==> config.mk <==
export PLATFORM = sky130hd
export DESIGN_NAME = sh7034_ext_bus_bridge
export DESIGN_NICKNAME = d
export VERILOG_FILES = /design/src/rtl/sh7034_ext_bus_bridge.sv
export SDC_FILE = /design/constraint.sdc
export NUM_CORES = 1
export LEC_CHECK = 0
export BUFFER_PORTS_ARGS = -buffer_cell sky130_fd_sc_hd__buf_2
export CORE_AREA = 5 5 90 84
export DETAILED_ROUTE_END_ITERATION = 7
export DIE_AREA = 0 0 95 89
export GPL_TIMING_DRIVEN = 0
export PLACE_DENSITY = 0.74
export SYNTH_ARGS = -nofsm -noshare
export SYNTH_HDL_FRONTEND = slang
export SYNTH_SLANG_ARGS = --single-unit
==> constraint.sdc <==
create_clock -name CLK -period 1.86 [get_ports CLK]
set_clock_uncertainty 0.15 [all_clocks]
set_input_delay 0.372 -clock CLK [delete_from_list [all_inputs] [get_ports CLK]]
set_output_delay 0.372 -clock CLK [all_outputs]
set_load 0.02 [all_outputs]
==> src/rtl/sh7034_ext_bus_bridge.sv <==
// sh7034_ext_bus_bridge: external-bus responder for the SH7034 core.
// Decodes chip-select areas 0-3 and maps each access onto one synchronous
// 16-bit memory port. Each area has its own number of wait states, and the
// bridge requests them by holding WAIT_N low. Read data is returned on DI.
// Optional build macro EXT_MEM_RDY_EN adds a MEM_RDY handshake input, which
// lets a variable-latency memory stretch the access.
module sh7034_ext_bus_bridge #(
  parameter int unsigned AREA0_WAIT = 2,
  parameter int unsigned AREA1_WAIT = 0,
  parameter int unsigned AREA2_WAIT = 1,
  parameter int unsigned AREA3_WAIT = 3,
  parameter int unsigned MEM_AW     = 20
) (
  input  logic              CLK,
  input  logic              RST_N,
  input  logic              CE_R,
  input  logic [26:0]       A,
  input  logic [15:0]       DO,
  output logic [15:0]       DI,
  input  logic [3:0]        CS_N,
  input  logic              RD_N,
  input  logic [1:0]        WE_N,
  output logic              WAIT_N,
  output logic [MEM_AW-1:0] MEM_A,
  output logic [15:0]       MEM_D,
  output logic [1:0]        MEM_WE,
  output logic              MEM_RD,
  input  logic [15:0]       MEM_Q
`ifdef EXT_MEM_RDY_EN
  ,
  input  logic              MEM_RDY
`endif
);

  typedef enum logic [1:0] {IDLE, ACCESS, DONE} state_t;

  state_t              state_reg, state_next;
  logic [3:0]          cnt_reg, cnt_next;
  logic                read_reg, read_next;
  logic                issued_reg, issued_next;
  logic                got_reg, got_next;
  logic                wait_n_reg, wait_n_next;
  logic [MEM_AW-1:0]   mem_a_reg, mem_a_next;
  logic [15:0]         mem_d_reg, mem_d_next;
  logic [1:0]          mem_we_reg, mem_we_next;
  logic                mem_rd_reg, mem_rd_next;
  logic [15:0]         di_reg, di_next;

  logic                strobe;
  logic                start;
  logic                released;
  logic [1:0]          area_sel;
  logic [3:0]          area_wait;
  logic [3:0]          cnt_dec;
  logic                mem_rdy_w;
  logic                data_ok;
  logic                finish;
  logic                unused_addr_bits;

  // Address bits above the memory window and the byte lane bit are not used.
  assign unused_addr_bits = ^{A[26:MEM_AW-1], A[0]};

  assign strobe   = ~RD_N | (WE_N != 2'b11);
  assign start    = ~(&CS_N) & strobe;
  assign released = (&CS_N) | (RD_N & (&WE_N));

`ifdef EXT_MEM_RDY_EN
  assign mem_rdy_w = MEM_RDY;
`else
  assign mem_rdy_w = 1'b1;
`endif

  // Chip-select priority encoder: lowest active index wins.
  always_comb begin
    area_sel = 2'd0;
    for (int i = 3; i >= 0; i--) begin
      if (!CS_N[i]) area_sel = 2'(i);
    end
  end

  // Per-area wait-state lookup.
  always_comb begin
    case (area_sel)
      2'd0:    area_wait = 4'(AREA0_WAIT);
      2'd1:    area_wait = 4'(AREA1_WAIT);
      2'd2:    area_wait = 4'(AREA2_WAIT);
      default: area_wait = 4'(AREA3_WAIT);
    endcase
  end

  // The access may end on the CE_R edge where the counter reaches zero,
  // but only once memory data is available (at least two CLKs after entry).
  assign cnt_dec = (cnt_reg != 4'd0) ? cnt_reg - 4'd1 : 4'd0;
  assign data_ok = issued_reg & (got_reg | mem_rdy_w);
  assign finish  = (state_reg == ACCESS) & CE_R & data_ok & (cnt_dec == 4'd0);

  // State register.
  always_ff @(posedge CLK or negedge RST_N) begin
    if (!RST_N) state_reg <= IDLE;
    else        state_reg <= state_next;
  end

  // Next-state logic. A strobe release seen at completion skips DONE.
  always_comb begin
    state_next = state_reg;
    case (state_reg)
      IDLE:    if (CE_R && start) state_next = ACCESS;
      ACCESS:  if (finish) state_next = released ? IDLE : DONE;
      DONE:    if (CE_R && released) state_next = IDLE;
      default: state_next = IDLE;
    endcase
  end

  // Output and datapath next values. The memory strobes default to 0,
  // so each one is a single-CLK pulse.
  always_comb begin
    cnt_next    = cnt_reg;
    read_next   = read_reg;
    issued_next = issued_reg;
    got_next    = got_reg;
    wait_n_next = wait_n_reg;
    mem_a_next  = mem_a_reg;
    mem_d_next  = mem_d_reg;
    di_next     = di_reg;
    mem_we_next = 2'b00;
    mem_rd_next = 1'b0;
    case (state_reg)
      IDLE: begin
        if (CE_R && start) begin
          mem_a_next  = {area_sel, A[MEM_AW-2:1]};
          mem_d_next  = DO;
          read_next   = ~RD_N;
          cnt_next    = area_wait;
          wait_n_next = (area_wait == 4'd0);
          issued_next = 1'b0;
          got_next    = 1'b0;
          mem_rd_next = ~RD_N;
          mem_we_next = RD_N ? ~WE_N : 2'b00;
        end
      end
      ACCESS: begin
        issued_next = 1'b1;
        if (CE_R) cnt_next = cnt_dec;
        if (issued_reg && mem_rdy_w && !got_reg) begin
          got_next = 1'b1;
          if (read_reg) di_next = MEM_Q;
        end
        if (finish) begin
          wait_n_next = 1'b1;
        end
`ifdef EXT_MEM_RDY_EN
        else if (issued_reg && !got_reg && !MEM_RDY) begin
          wait_n_next = 1'b0;
        end
`endif
      end
      default: ;
    endcase
  end

  // Datapath and output registers.
  always_ff @(posedge CLK or negedge RST_N) begin
    if (!RST_N) begin
      cnt_reg    <= 4'd0;
      read_reg   <= 1'b0;
      issued_reg <= 1'b0;
      got_reg    <= 1'b0;
      wait_n_reg <= 1'b1;
      mem_a_reg  <= '0;
      mem_d_reg  <= 16'h0000;
      mem_we_reg <= 2'b00;
      mem_rd_reg <= 1'b0;
      di_reg     <= 16'h0000;
    end else begin
      cnt_reg    <= cnt_next;
      read_reg   <= read_next;
      issued_reg <= issued_next;
      got_reg    <= got_next;
      wait_n_reg <= wait_n_next;
      mem_a_reg  <= mem_a_next;
      mem_d_reg  <= mem_d_next;
      mem_we_reg <= mem_we_next;
      mem_rd_reg <= mem_rd_next;
      di_reg     <= di_next;
    end
  end

  assign DI     = di_reg;
  assign WAIT_N = wait_n_reg;
  assign MEM_A  = mem_a_reg;
  assign MEM_D  = mem_d_reg;
  assign MEM_WE = mem_we_reg;
  assign MEM_RD = mem_rd_reg;

endmodule

# After elaboration in Yosys (flattened, before gate mapping)
# Index checks and enable logic that the tools add are counted.
dict set report op_classes {
  n_reduce_logical 19
  n_mux 26
  addsub 1
  n_eq_ne 10
  bitwise 10
}
# cell n
set op_table {}
lappend op_table {{$mux W2} 11}
lappend op_table {{$reduce_and A3 Y1} 5}
lappend op_table {{$mux W4} 3}
lappend op_table {{$pmux W2 S3} 2}
lappend op_table {{$ne A2 B2 Y1 const B} 5}
lappend op_table {{$logic_not A4 Y1} 2}
lappend op_table {{$pmux W4 S2} 1}
lappend op_table {{$mux W1} 6}
lappend op_table {{$pmux W1 S2} 3}
lappend op_table {{$reduce_and A2 Y1} 3}
lappend op_table {{$and A1 B1 Y1} 5}
lappend op_table {{$eq A2 B1 Y1 const B} 2}
lappend op_table {{$eq A2 B2 Y1 const B} 2}
lappend op_table {{$logic_not A2 Y1} 2}
lappend op_table {{$reduce_and A4 Y1} 1}
lappend op_table {{$reduce_bool A4 Y1} 1}
lappend op_table {{$sub A4 B1 Y4 const B} 1}
lappend op_table {{$logic_and A1 B1 Y1} 3}
lappend op_table {{$ne A2 B1 Y1 const B} 1}
lappend op_table {{$not A1 Y1} 2}
lappend op_table {{$not A2 Y2} 1}
lappend op_table {{$or A1 B1 Y1} 2}
lappend op_table {{$reduce_bool A2 Y1} 1}
lappend op_table {{$logic_not A1 Y1} 1}
dict set report word_totals {
  elab_cells 77
  ff_bits 65
}

# Longest topological paths before layout
# Gate-level depths: netlist (run 1).
dict set report logic_depth {
  depth_word 9
  ltp_mapped 8
  mapped_depth_nobuf 8
}

# Worst setup path before layout (run 1)
# No wires, ideal clock.
dict set report synth_timing {
  path_type {flip-flop to flip-flop}
  from {register state_reg[1]}
  to {register di_reg[10], in the netlist DI[10]}
  setup_ns 0.125
  required_time_ns 1.585
  path_stages_with_launch 6
  arrival_ns 1.540
  slack_ns 0.045
  cell_sequence {dfrtp_1 and2b_2 nand2_2 nor3b_4 buf_6 mux2_2}
}
dict set report synth_via {
  elab_chain_cells 2
}
# item line
set synth_lines {}
lappend synth_lines {{from (decl)} 37} ;# state_t state_reg, state_next;
lappend synth_lines {{from (signal assigned)} 100} ;# else state_reg <= state_next;
lappend synth_lines {{$eq A2 B1 Y1} 127} ;# case (state_reg)
lappend synth_lines {{$reduce_and A3 Y1 (no source line)} -}
lappend synth_lines {{to (signal assigned)} 184} ;# di_reg <= di_next;
lappend synth_lines {{to (decl)} 47} ;# logic [15:0] di_reg, di_next;
# No other way between the ends.
# A chain may end at the register's enable or synchronous reset.

# Final worst setup path (run 1)
dict set report layout_timing {
  from {register state_reg[1]}
  to {register di_reg[2], in the netlist DI[2]}
}
# The elaborated chain is that of the path after synthesis.

==> results of run 1 <==
==> cell families (layout without fill, tap and decap cells) <==
group                    count (synthesis)  after routing  share of synthesized area
flip-flops                              65             65                      0.629
multiplexers                            50             50                      0.217
AND/OR/NAND/NOR                         30             30                     0.0691
AO/OA/AOI/OAI                           21             21                     0.0464
buffers and inverters                   13            148                     0.0237
adder cells (fa/ha/maj)                  3              3                     0.0145
==> path summary, 6_finish.rpt <==
path	startpoint	slack [ns]	to
worst max register to register	state_reg[1]$_DFFE_PN0P_	0.04	DI[2]$_DFFE_PN0P_
max in group asynchronous	RST_N	1.04	MEM_RD$_DFF_PN0_
min in group CLK	WE_N[0]	0.10	MEM_WE[0]$_DFF_PN0_
worst max-delay path	state_reg[1]$_DFFE_PN0P_	0.04	DI[2]$_DFFE_PN0P_
worst min-delay path	RST_N	-0.03	cnt_reg[0]$_DFFE_PN0P_
worst min register to register	WAIT_N$_DFFE_PN1P_	0.33	WAIT_N$_DFFE_PN1P_
==> critical path: stages (launching register included) <==
cell and delay, ns:
dfrtp_1 0.41, and2b_2 0.24, nand2_2 0.07, nor3b_4 0.31
buf_4 0.19, mux2_2 0.32
==> where the power goes <==
part           internal [W]  switching (W)  total (W)
Clock              0.000653       0.000485    0.00114
Combinational       0.00128        0.00156    0.00284
Sequential          0.00210       0.000350    0.00245
==> metal layers <==
layer / wire length, µm / global-route usage
met5: 0 / 0
met4: 47 / 0.0472
met3: 479 / 0.0421
met2: 2770 / 0.212
met1: 2550 / 0.176
==> layout make-up <==
| type | instances | area share |
|---|---|---|
| plain buffers | 6 | 0.0116 |
| flip-flops and latches | 65 | 0.459 |
| inverters | 7 | 0.00740 |
| clock buffers | 13 | 0.0420 |
| repair buffers | 119 | 0.172 |
| multi-input cells | 104 | 0.265 |
| clock inverters | 3 | 0.0113 |
| well taps | 90 | 0.0317 |
==> stage by stage <==
step	hold slack [ns]	std cells	instance area (µm²)	TNS, ns	total power, W
after floorplan	-0.0736	182	2590	0	0.00423
after global placement	0.310	387	3280	-2.65	0.00510
after detailed placement	0.320	387	3280	-2.94	0.00519
after CTS	0.0119	405	3480	0	0.00637
after global routing	0.0522	407	3550	-0.353	0.00686
final	-0.0254	407	3550	0	0.00643
==> layout by cell type (no fill, tap or decap), types with 3 or more instances in the layout <==
| cell | synthesis | final |
|---|---|---|
| buf_2 | 4 | 116 |
| ha_1 | 3 | 3 |
| mux2_4 | 0 | 10 |
| inv_1 | 7 | 7 |
| a21oi_1 | 4 | 4 |
| buf_4 | 0 | 5 |
| clkbuf_1 | 1 | 3 |
| dfrtp_1 | 64 | 64 |
| nand4b_1 | 3 | 3 |
| nor2_1 | 4 | 4 |
| clkbuf_8 | 0 | 10 |
| nand2_1 | 8 | 8 |
| mux2_2 | 50 | 40 |
| o21ai_0 | 11 | 11 |
==> what timing repair did <==
item / CTS / global route
endpoints found under the hold margin: 0 / 0
cloned: 0 / 1
hold buffers: 0 / 0
gates resized for setup: 0 / 18
setup endpoints to repair: 10 / 21
pin swaps: 1 / 1
setup buffers: 2 / 1
==> impl_results.md, run 1 <==
- Status: complete, but fails checks
- Violations in the final reports: hold timing
- Setup Viol. Count Final: 0
- I/O Pins: about 130
- Peak supply drop: 779 µV
- Top-area cell type share of the netlist area: 0.619
- Path depth of the worst reg2reg path: 5
- Seq cells post-synth: 65
- Period utilization: 0.977
- Post-synth EDFFs: 0
- Setup CP Type: flip-flop to flip-flop
- Startpoint types: flip-flop
- Setup ws final: 0.0423 ns
- Core area: roughly 0.0064 mm²
- Worst Hold Class: input port to async pin
- Count of cell types in the netlist: 30
- Max reg flops: 20
- WHS: -0.0254 ns
- Layout cells sized above 1: 0.609
- Largest cells by area after synthesis: dfrtp_1 62%, mux2_2 22%, o21ai_0 2.1%
- Die ar.: 0.00846 mm²
- P per Cell Area: between 1500 and 2000 mW/mm²
- Most common cell in the netlist: dfrtp_1
- Maximum clock path buffer count: 2
- Reg clk slew, reported paths: ~0.07 ns
- CTS root buf: clkbuf_8
- Final hold violation count: 18
- Gate count of the mapped netlist: around 180
- Final min period: 1.82 ns
- Pre-CTS setup slack: -0.232 ns
- Clock Sinks: between 60 and 70
- Antenna diode count: 0
- Die Ht: around 89 µm
- Worst slew pin tran: 0.798 ns
- Global-route wire length before repair: roughly 9000 µm
- Total CTS buffers: 9
- YS warnings: 0
- Routability cong.: roughly 0.80
- Worst-Skew Late Latency: approximately 0.32 ns
- Max Clk Rate: roughly 0.55 GHz
- Chip width: approximately 95 µm
- Syn Nets: 254
- P_leak: about 1.8 nW
- Routed len/inst: 14.4 µm
- Share of flip-flops with an asynchronous set or reset: 1.00
- Total of max-cap violations: 0
- Fin nets: roughly 380
- Gr usage total: 0.134
- Initial DRC count: 21
- Top FF cell, synth: dfrtp_1
- Num rows: 28
- Drt drc: 0
- Area occupied by multi-input gates: 940 µm²
- WL final: between 5000 and 6000 µm
- H-tree lvl count: 3
- Post-synthesis sequential area ratio: 0.629
- Final Slew Violations: 0
- HPWL after DPL: between 4000 and 5000 µm
- Vias: ~1900
- Fill count: approximately 590
- Max_slew headroom: 0.468
- Critical path peak fanout: 4
- Area grow syn2layout: 37.1%
- Crit path DAT: roughly 1.9 ns
- Most common library cells after synthesis: 64 x dfrtp_1, 50 x mux2_2, 11 x o21ai_0
- Fin util: 0.550
- Initial antenna violation count: 0
- Port bufs: 115
- Number of global-route vias before repair: roughly 1800
- Antenna Nets Post-Route: 0
- Setup crit end kind: flip-flop
- Synth area leader: dfrtp_1
- RSZ-0062 raised after global routing: yes
- Post-DR vias/cell: between 4 and 5
- Data required, critical path: about 1.9 ns
- Register area: roughly 0.0016 mm²
- Post-Syn Area per Cell: 14.2 µm²
- Maximum number of pins on one net before global-route repair: 66
- Mapped Area: approximately 0.0026 mm²
- Pre-antenna DRT Iters: 4
- Grt ovf: 0
- CTS tree: yes
- Initial core utilization: 0.402
Note: power is estimated with default switching activity, not from simulation.
==> run 2, diff against run 1 <==
- PLACE_DENSITY: 0.74 -> unset
- PLACE_DENSITY_LB_ADDON: unset -> 0.12
- RECOVER_POWER: unset -> 25
==> run 2 against run 1 <==
The run still ends with hold timing left. Critical endpoint is now DI[6]$_DFFE_PN0P_. Highest routed layer unchanged. Largest power group unchanged. Die area unchanged. Combinational power down 2%. Clock power down 13%.
==> impl_results.md, run 2 (same netlist as run 1, synthesis figures left out) <==
- Violations in the final reports: hold timing
- DP Cell Count: 387 (unchanged)
- Clock Sinks: 65 (unchanged)
- Layout cells sized above 1: 0.614 (+0.00509)
- Port bufs: 115 (unchanged)
- Final Slew Violations: 0 (unchanged)
- WHS: -0.0102 ns (+0.0152 ns)
- Period utilization: 0.944 (-0.0337)
- Worst slew pin tran: 0.818 ns (+0.0194 ns)
- Num rows: 28 (unchanged)
- Vias: 1885 (-0.53%)
- Fin nets: 384 (unchanged)
- Die Ht: 89 µm (unchanged)
- Gr usage total: 0.138 (+0.00405)
- Crit path DAT: 1.81 ns (-0.06 ns)
- Maximum clock path buffer count: 2 (unchanged)
- Critical path peak fanout: 10 (+6)
- Area grow syn2layout: 34.7%
- Area occupied by multi-input gates: 903 µm² (-3.9%)
- Maximum number of pins on one net before global-route repair: 66 (unchanged)
- Core area: 0.00645 mm² (unchanged)
- Status: complete, but fails checks
- Global-route wire length before repair: 8970 µm (+2.6%)
- Commonest non-fill, non-tap cell in the layout: buf_2
- Setup Viol. Count Final: 0 (unchanged)
- Setup CP Type: flip-flop to flip-flop
- Delay-heaviest family, CP: simple AND/OR/NAND/NOR gates
- Fin cells: 406 (-0.25%)
- Final hold violation count: 7 (-11)
- CTS tree: yes
- HPWL after DPL: 4160 µm (-3.7%)
- Total CTS buffers: 9 (unchanged)
- Setup TNS: 0 ns (unchanged)
- Grt ovf: 0 (unchanged)
- Initial core utilization: 0.402 (unchanged)
- P_leak: 1.78 nW (-2.2%)
- Total of max-cap violations: 0 (unchanged)
- Slowest stage delay, CP: 0.40 ns (about the same)
- Commonest non-fill, non-tap cells in the layout: 116 x buf_2, 63 x dfrtp_1, 49 x mux2_2
- Drt drc: 0 (unchanged)
- CP max stage cell: dfrtp_1
- Number of global-route vias before repair: 1944 (+6.3%)
- Register area: 0.00163 mm² (about the same)
- Final min period: 1.76 ns (-0.0627 ns)
- Max Clk Rate: 0.570 GHz (+3.6%)
- Initial DRC count: 44 (+110%)
- Worst Hold Class: input port to async pin
- Startpoint types: flip-flop
- Critical path cell sequence: and2b_2 > nand2_2 > nor3b_4 > buf_6 > mux2_2
- Peak supply drop: 958 µV (+23%)
- Fill count: 607 (+2.2%)
- Die ar.: 0.00846 mm² (unchanged)
- Max reg flops: 20 (unchanged)
- Reg clk slew, reported paths: 0.07 ns (about the same)
- CTS root buf: clkbuf_8
- Worst-Skew Late Latency: 0.32 ns (about the same)
- Antenna diode count: 0 (unchanged)
- Setup crit end kind: flip-flop
- Data required, critical path: 1.92 ns (about the same)
- I/O Pins: 125 (unchanged)
- Initial antenna violation count: 0 (unchanged)
- Post-DR vias/cell: 4.64 (-0.28%)
- Pre-antenna DRT Iters: 4 (unchanged)
- P per Cell Area: 1770 mW/mm² (-2.1%)
- Chip width: 95 µm (unchanged)
- Fin util: 0.541 (-0.00970)
- Routed len/inst: 13.8 µm (-4.0%)
- Antenna Nets Post-Route: 0 (unchanged)
- H-tree lvl count: 3 (unchanged)
- CP bufs+invs: 1 (unchanged)
- R2r startpoint: state_reg[1]$_DFFE_PN0P_
- Routability cong.: 0.757 (-5.1%)
- WL final: 5600 µm (-4.3%)
- Setup crit start: state_reg[1]$_DFFE_PN0P_
- Max_slew headroom: 0.455 (-0.0129)
## run 2: routing by layer
metal  track usage  vias to the layer above  share of wire
met4        0.0629                        0          0.010
met3        0.0673                        6           0.12
met2         0.211                       92           0.43
met5             0                        -              0
li1              -                      901              -
met1         0.166                      886           0.44
## run 2: stage by stage
step	cell area [µm²]	power [W]	setup WS, ns
after floorplan	2590	0.00423	0.0452
after global placement	3280	0.00513	-0.255
after detailed placement	3280	0.00518	-0.268
after CTS	3450	0.00622	0.0115
after global routing	3490	0.00664	-0.000137
final	3490	0.00618	0.105
## run 2: area by class of cell
cell class,instances,share of cell area
Sequential cell,65,0.467
Multi-Input combinational cell,104,0.259
Timing Repair Buffer,119,0.176
Clock buffer,11,0.0406
Tap cell,90,0.0323
Buffer,6,0.0118
Inverter,7,0.00754
Clock inverter,4,0.00574
## run 2: worst paths after layout
| check | end | slack (ns) | cells after the start |
|---|---|---|---|
| max | DI[6]$_DFFE_PN0P_ | 0.10 | 5 |
| min | DI[4]$_DFFE_PN0P_ | -0.01 | 1 |
| max reg2reg | DI[6]$_DFFE_PN0P_ | 0.10 | 5 |
| min reg2reg | WAIT_N$_DFFE_PN1P_ | 0.32 | 2 |
| max in group asynchronous | state_reg[0]$_DFFE_PN0P_ | 1.00 | 1 |
| min in group CLK | MEM_WE[1]$_DFF_PN0_ | 0.09 | 2 |
## run 2: repair_timing
action | CTS | global route
gates resized for setup | 2 | 4
pin swaps | 1 | 2
hold buffers | 0 | 0
setup buffers | 1 | 3
setup endpoints to repair | 17 | 27
## run 2: power breakdown
part	total, W	switching (W)	internal (W)
Clock	0.000991	0.000488	0.000503
Sequential	0.00242	0.000320	0.00210
Combinational	0.00277	0.00155	0.00122
Total	0.00618	0.00236	0.00382
==> run 3, diff against run 2 <==
- ABC_AREA: unset -> 1
- CORE_AREA: 5 5 90 84 -> 5 5 73 108
- DIE_AREA: 0 0 95 89 -> 0 0 78 113
==> run 3 against run 2 <==
The run still ends with hold timing left. Worst setup slack improved by 0.21 ns. Count of clock-buffer cells in the layout decreased by 1. Clock power increased by 22%. Fmax increased by 13%. Highest routed layer unchanged. Largest power group unchanged. Final cell count increased by 28%. Non-clock buffer count increased by 1. Global-route usage increased by 1.7 points. Synthesized cell count increased by 71%.
==> impl_results.md, run 3 <==
- Maximum clock path buffer count: 2 (unchanged)
- Most common cell in the netlist: nand2_1
- Antenna Nets Post-Route: 0 (unchanged)
- Post-synthesis sequential area ratio: 0.582 (-0.0470)
- Top-area cell type share of the netlist area: 0.572 (-0.0462)
- Clock Sinks: 65 (unchanged)
- Worst-Skew Late Latency: 0.33 ns (about the same)
- Initial antenna violation count: 0 (unchanged)
- RSZ-0062 raised after global routing: no
- Post-DR vias/cell: 4.56 (-1.9%)
- Setup ws final: 0.313 ns (+0.208 ns)
- I/O Pins: 125 (unchanged)
- Data required, critical path: 1.34 ns (-0.58 ns)
- Total of max-cap violations: 0 (unchanged)
- Post-Syn Area per Cell: 9.00 µm² (-37%)
- # resized after CTS: 0 (-2)
- HPWL after DPL: 4960 µm (+19%)
- Global-route wire length before repair: 11000 µm (+23%)
- Power Total: 0.00647 W (+4.7%)
- P_leak: 2.11 nW (+19%)
- Antenna diode count: 0 (unchanged)
- DP Cell Count: 504 (+30%)
- Die ar.: 0.00881 mm² (+4.2%)
- Num rows: 37 (+32%)
- Critical path cell sequence: buf_2
- CP max stage cell: dfstp_2
- Fin nets: 509 (+33%)
- Max Clk Rate: 0.647 GHz (+13%)
- Final hold violation count: 24 (+17)
- Syn Nets: 383 (+51%)
- Layout cells sized above 1: 0.360 (-0.254)
- Delay-heaviest family, CP: flip-flops
- Initial DRC count: 102 (+130%)
- Post-CTS setup buffer count: 0 (-1)
- Total CTS buffers: 9 (unchanged)
- Grt ovf: 0 (unchanged)
- Initial core utilization: 0.411 (+0.00951)
- Post-synth EDFFs: 0 (unchanged)
- Number of global-route vias before repair: 2382 (+23%)
- WL final: 6600 µm (+18%)
- Die Ht: 113 µm (+27%)
- CTS root buf: clkbuf_8
- Seq cells post-synth: 65 (unchanged)
- Setup crit end kind: output port
- CP bufs+invs: 1 (unchanged)
- Max_slew headroom: 0.451 (-0.00353)
- Top FF cell, synth: dfrtp_1
- Port bufs: 115 (unchanged)
- Final design area excluding fillers: 0.00368 mm² (+5.5%)
- CTS tree: yes
- P per Cell Area: 1760 mW/mm² (-0.79%)
- Routability cong.: 0.795 (+5.0%)
- Setup Viol. Count Final: 0 (unchanged)
- WHS: -0.0354 ns (-0.0251 ns)
- Max reg flops: 20 (unchanged)
- Mapped Area: 0.00280 mm² (+8.1%)
- Count of cell types in the netlist: 27 (-10%)
- Final Slew Violations: 0 (unchanged)
- Routed len/inst: 12.7 µm (-7.9%)
- Commonest non-fill, non-tap cells in the layout: 162 x nand2_1, 114 x buf_2, 64 x dfrtp_1
- Maximum number of pins on one net before global-route repair: 66 (unchanged)
- Core area: 0.00681 mm² (+5.6%)
- Gr usage total: 0.155 (+0.0171)
- Violations in the final reports: hold timing
- Worst slew pin tran: 0.823 ns (+0.00529 ns)
- Status: complete, but fails checks
- Critical path peak fanout: 2 (-8)
- Pre-CTS setup slack: 0.0854 ns (+0.354 ns)
- Vias: 2369 (+26%)
- Drt drc: 0 (unchanged)
- Startpoint types: flip-flop
- Setup CP Type: flip-flop to output port
- Reg clk slew, reported paths: 0.07 ns (about the same)
- Final min period: 1.55 ns (-0.208 ns)
- H-tree lvl count: 3 (unchanged)
- Period utilization: 0.832 (-0.112)
- YS warnings: 0 (unchanged)
- Fin cells: 520 (+28%)
- Largest cells by area after synthesis: dfrtp_1 57%, nand2_1 22%, o21ai_0 2.1%
- Commonest non-fill, non-tap cell in the layout: nand2_1
- Crit path DAT: 1.02 ns (-0.79 ns)
- Area grow syn2layout: 31.5%
- Pre-antenna DRT Iters: 5 (+1)
- Chip width: 78 µm (-18%)
- Most common library cells after synthesis: 162 x nand2_1, 64 x dfrtp_1, 12 x o21ai_0
- Dpl cell area: 0.00347 mm² (+5.9%)
- Slowest stage delay, CP: 0.54 ns (+0.14 ns)
- Synth area leader: dfrtp_1
- Hold_buf cts: 0 (unchanged)
- Peak supply drop: 857 µV (-11%)
- Share of flip-flops with an asynchronous set or reset: 1.00 (unchanged)
- Gate count of the mapped netlist: 311 (+71%)
- Worst Hold Class: input port to async pin
run 3: area by class of cell:
type / count / area, µm²
Buffer: 11 / 128
Clock buffer: 10 / 138
Clock inverter: 6 / 67.6
Fill cell: 670 / 3130
Inverter: 13 / 48.8
Multi-Input combinational cell: 222 / 993
Sequential cell: 65 / 1630
Tap cell: 78 / 97.6
Timing Repair Buffer: 115 / 578
run 3: cell families after synthesis:
kind of cell	synth area share
and+or+nand+nor	0.284
DFF	0.582
AOI/OAI and AO/OA	0.0541
buffers and inverters	0.0631
adders and majority gates	0.0134
xor gates and xnor gates	0.00313
run 3: where the power goes:
group	internal [W]	total (W)	switching [W]
registers	0.00206	0.00239	0.000339
logic	0.000988	0.00287	0.00188
clock network	0.000657	0.00121	0.000549
total	0.00370	0.00647	0.00277
run 3: worst paths after layout:
check,cells after the start,start,slack [ns],end
worst min register to register,2,WAIT_N$_DFFE_PN1P_,0.32,WAIT_N$_DFFE_PN1P_
min in group CLK,2,WE_N[0],0.05,MEM_WE[0]$_DFF_PN0_
max in group asynchronous,1,RST_N,1.04,cnt_reg[0]$_DFFE_PN0P_
worst max-delay path,1,WAIT_N$_DFFE_PN1P_,0.31,WAIT_N
worst min-delay path,1,RST_N,-0.04,cnt_reg[2]$_DFFE_PN0P_
worst max register to register,6,cnt_reg[2]$_DFFE_PN0P_,0.33,WAIT_N$_DFFE_PN1P_
run 3: stage by stage:
step | hold WS, ns | TNS, ns | util
finish | -0.0354 | 0 | 0.541
global route | 0.0407 | 0 | 0.541
CTS | 0.0181 | 0 | 0.541
detailed placement | 0.309 | 0 | 0.510
global placement | 0.302 | -3.11 | 0.510
floorplan | -0.0736 | 0 | -
run 3: routing by layer:
metal / GRT usage / part of all wire / up-vias
met5: 0 / 0 / -
met4: 0.0519 / 0.0098 / 0
met3: 0.0669 / 0.093 / 5
met2: 0.252 / 0.49 / 78
met1: 0.184 / 0.41 / 1066
li1: - / - / 1220
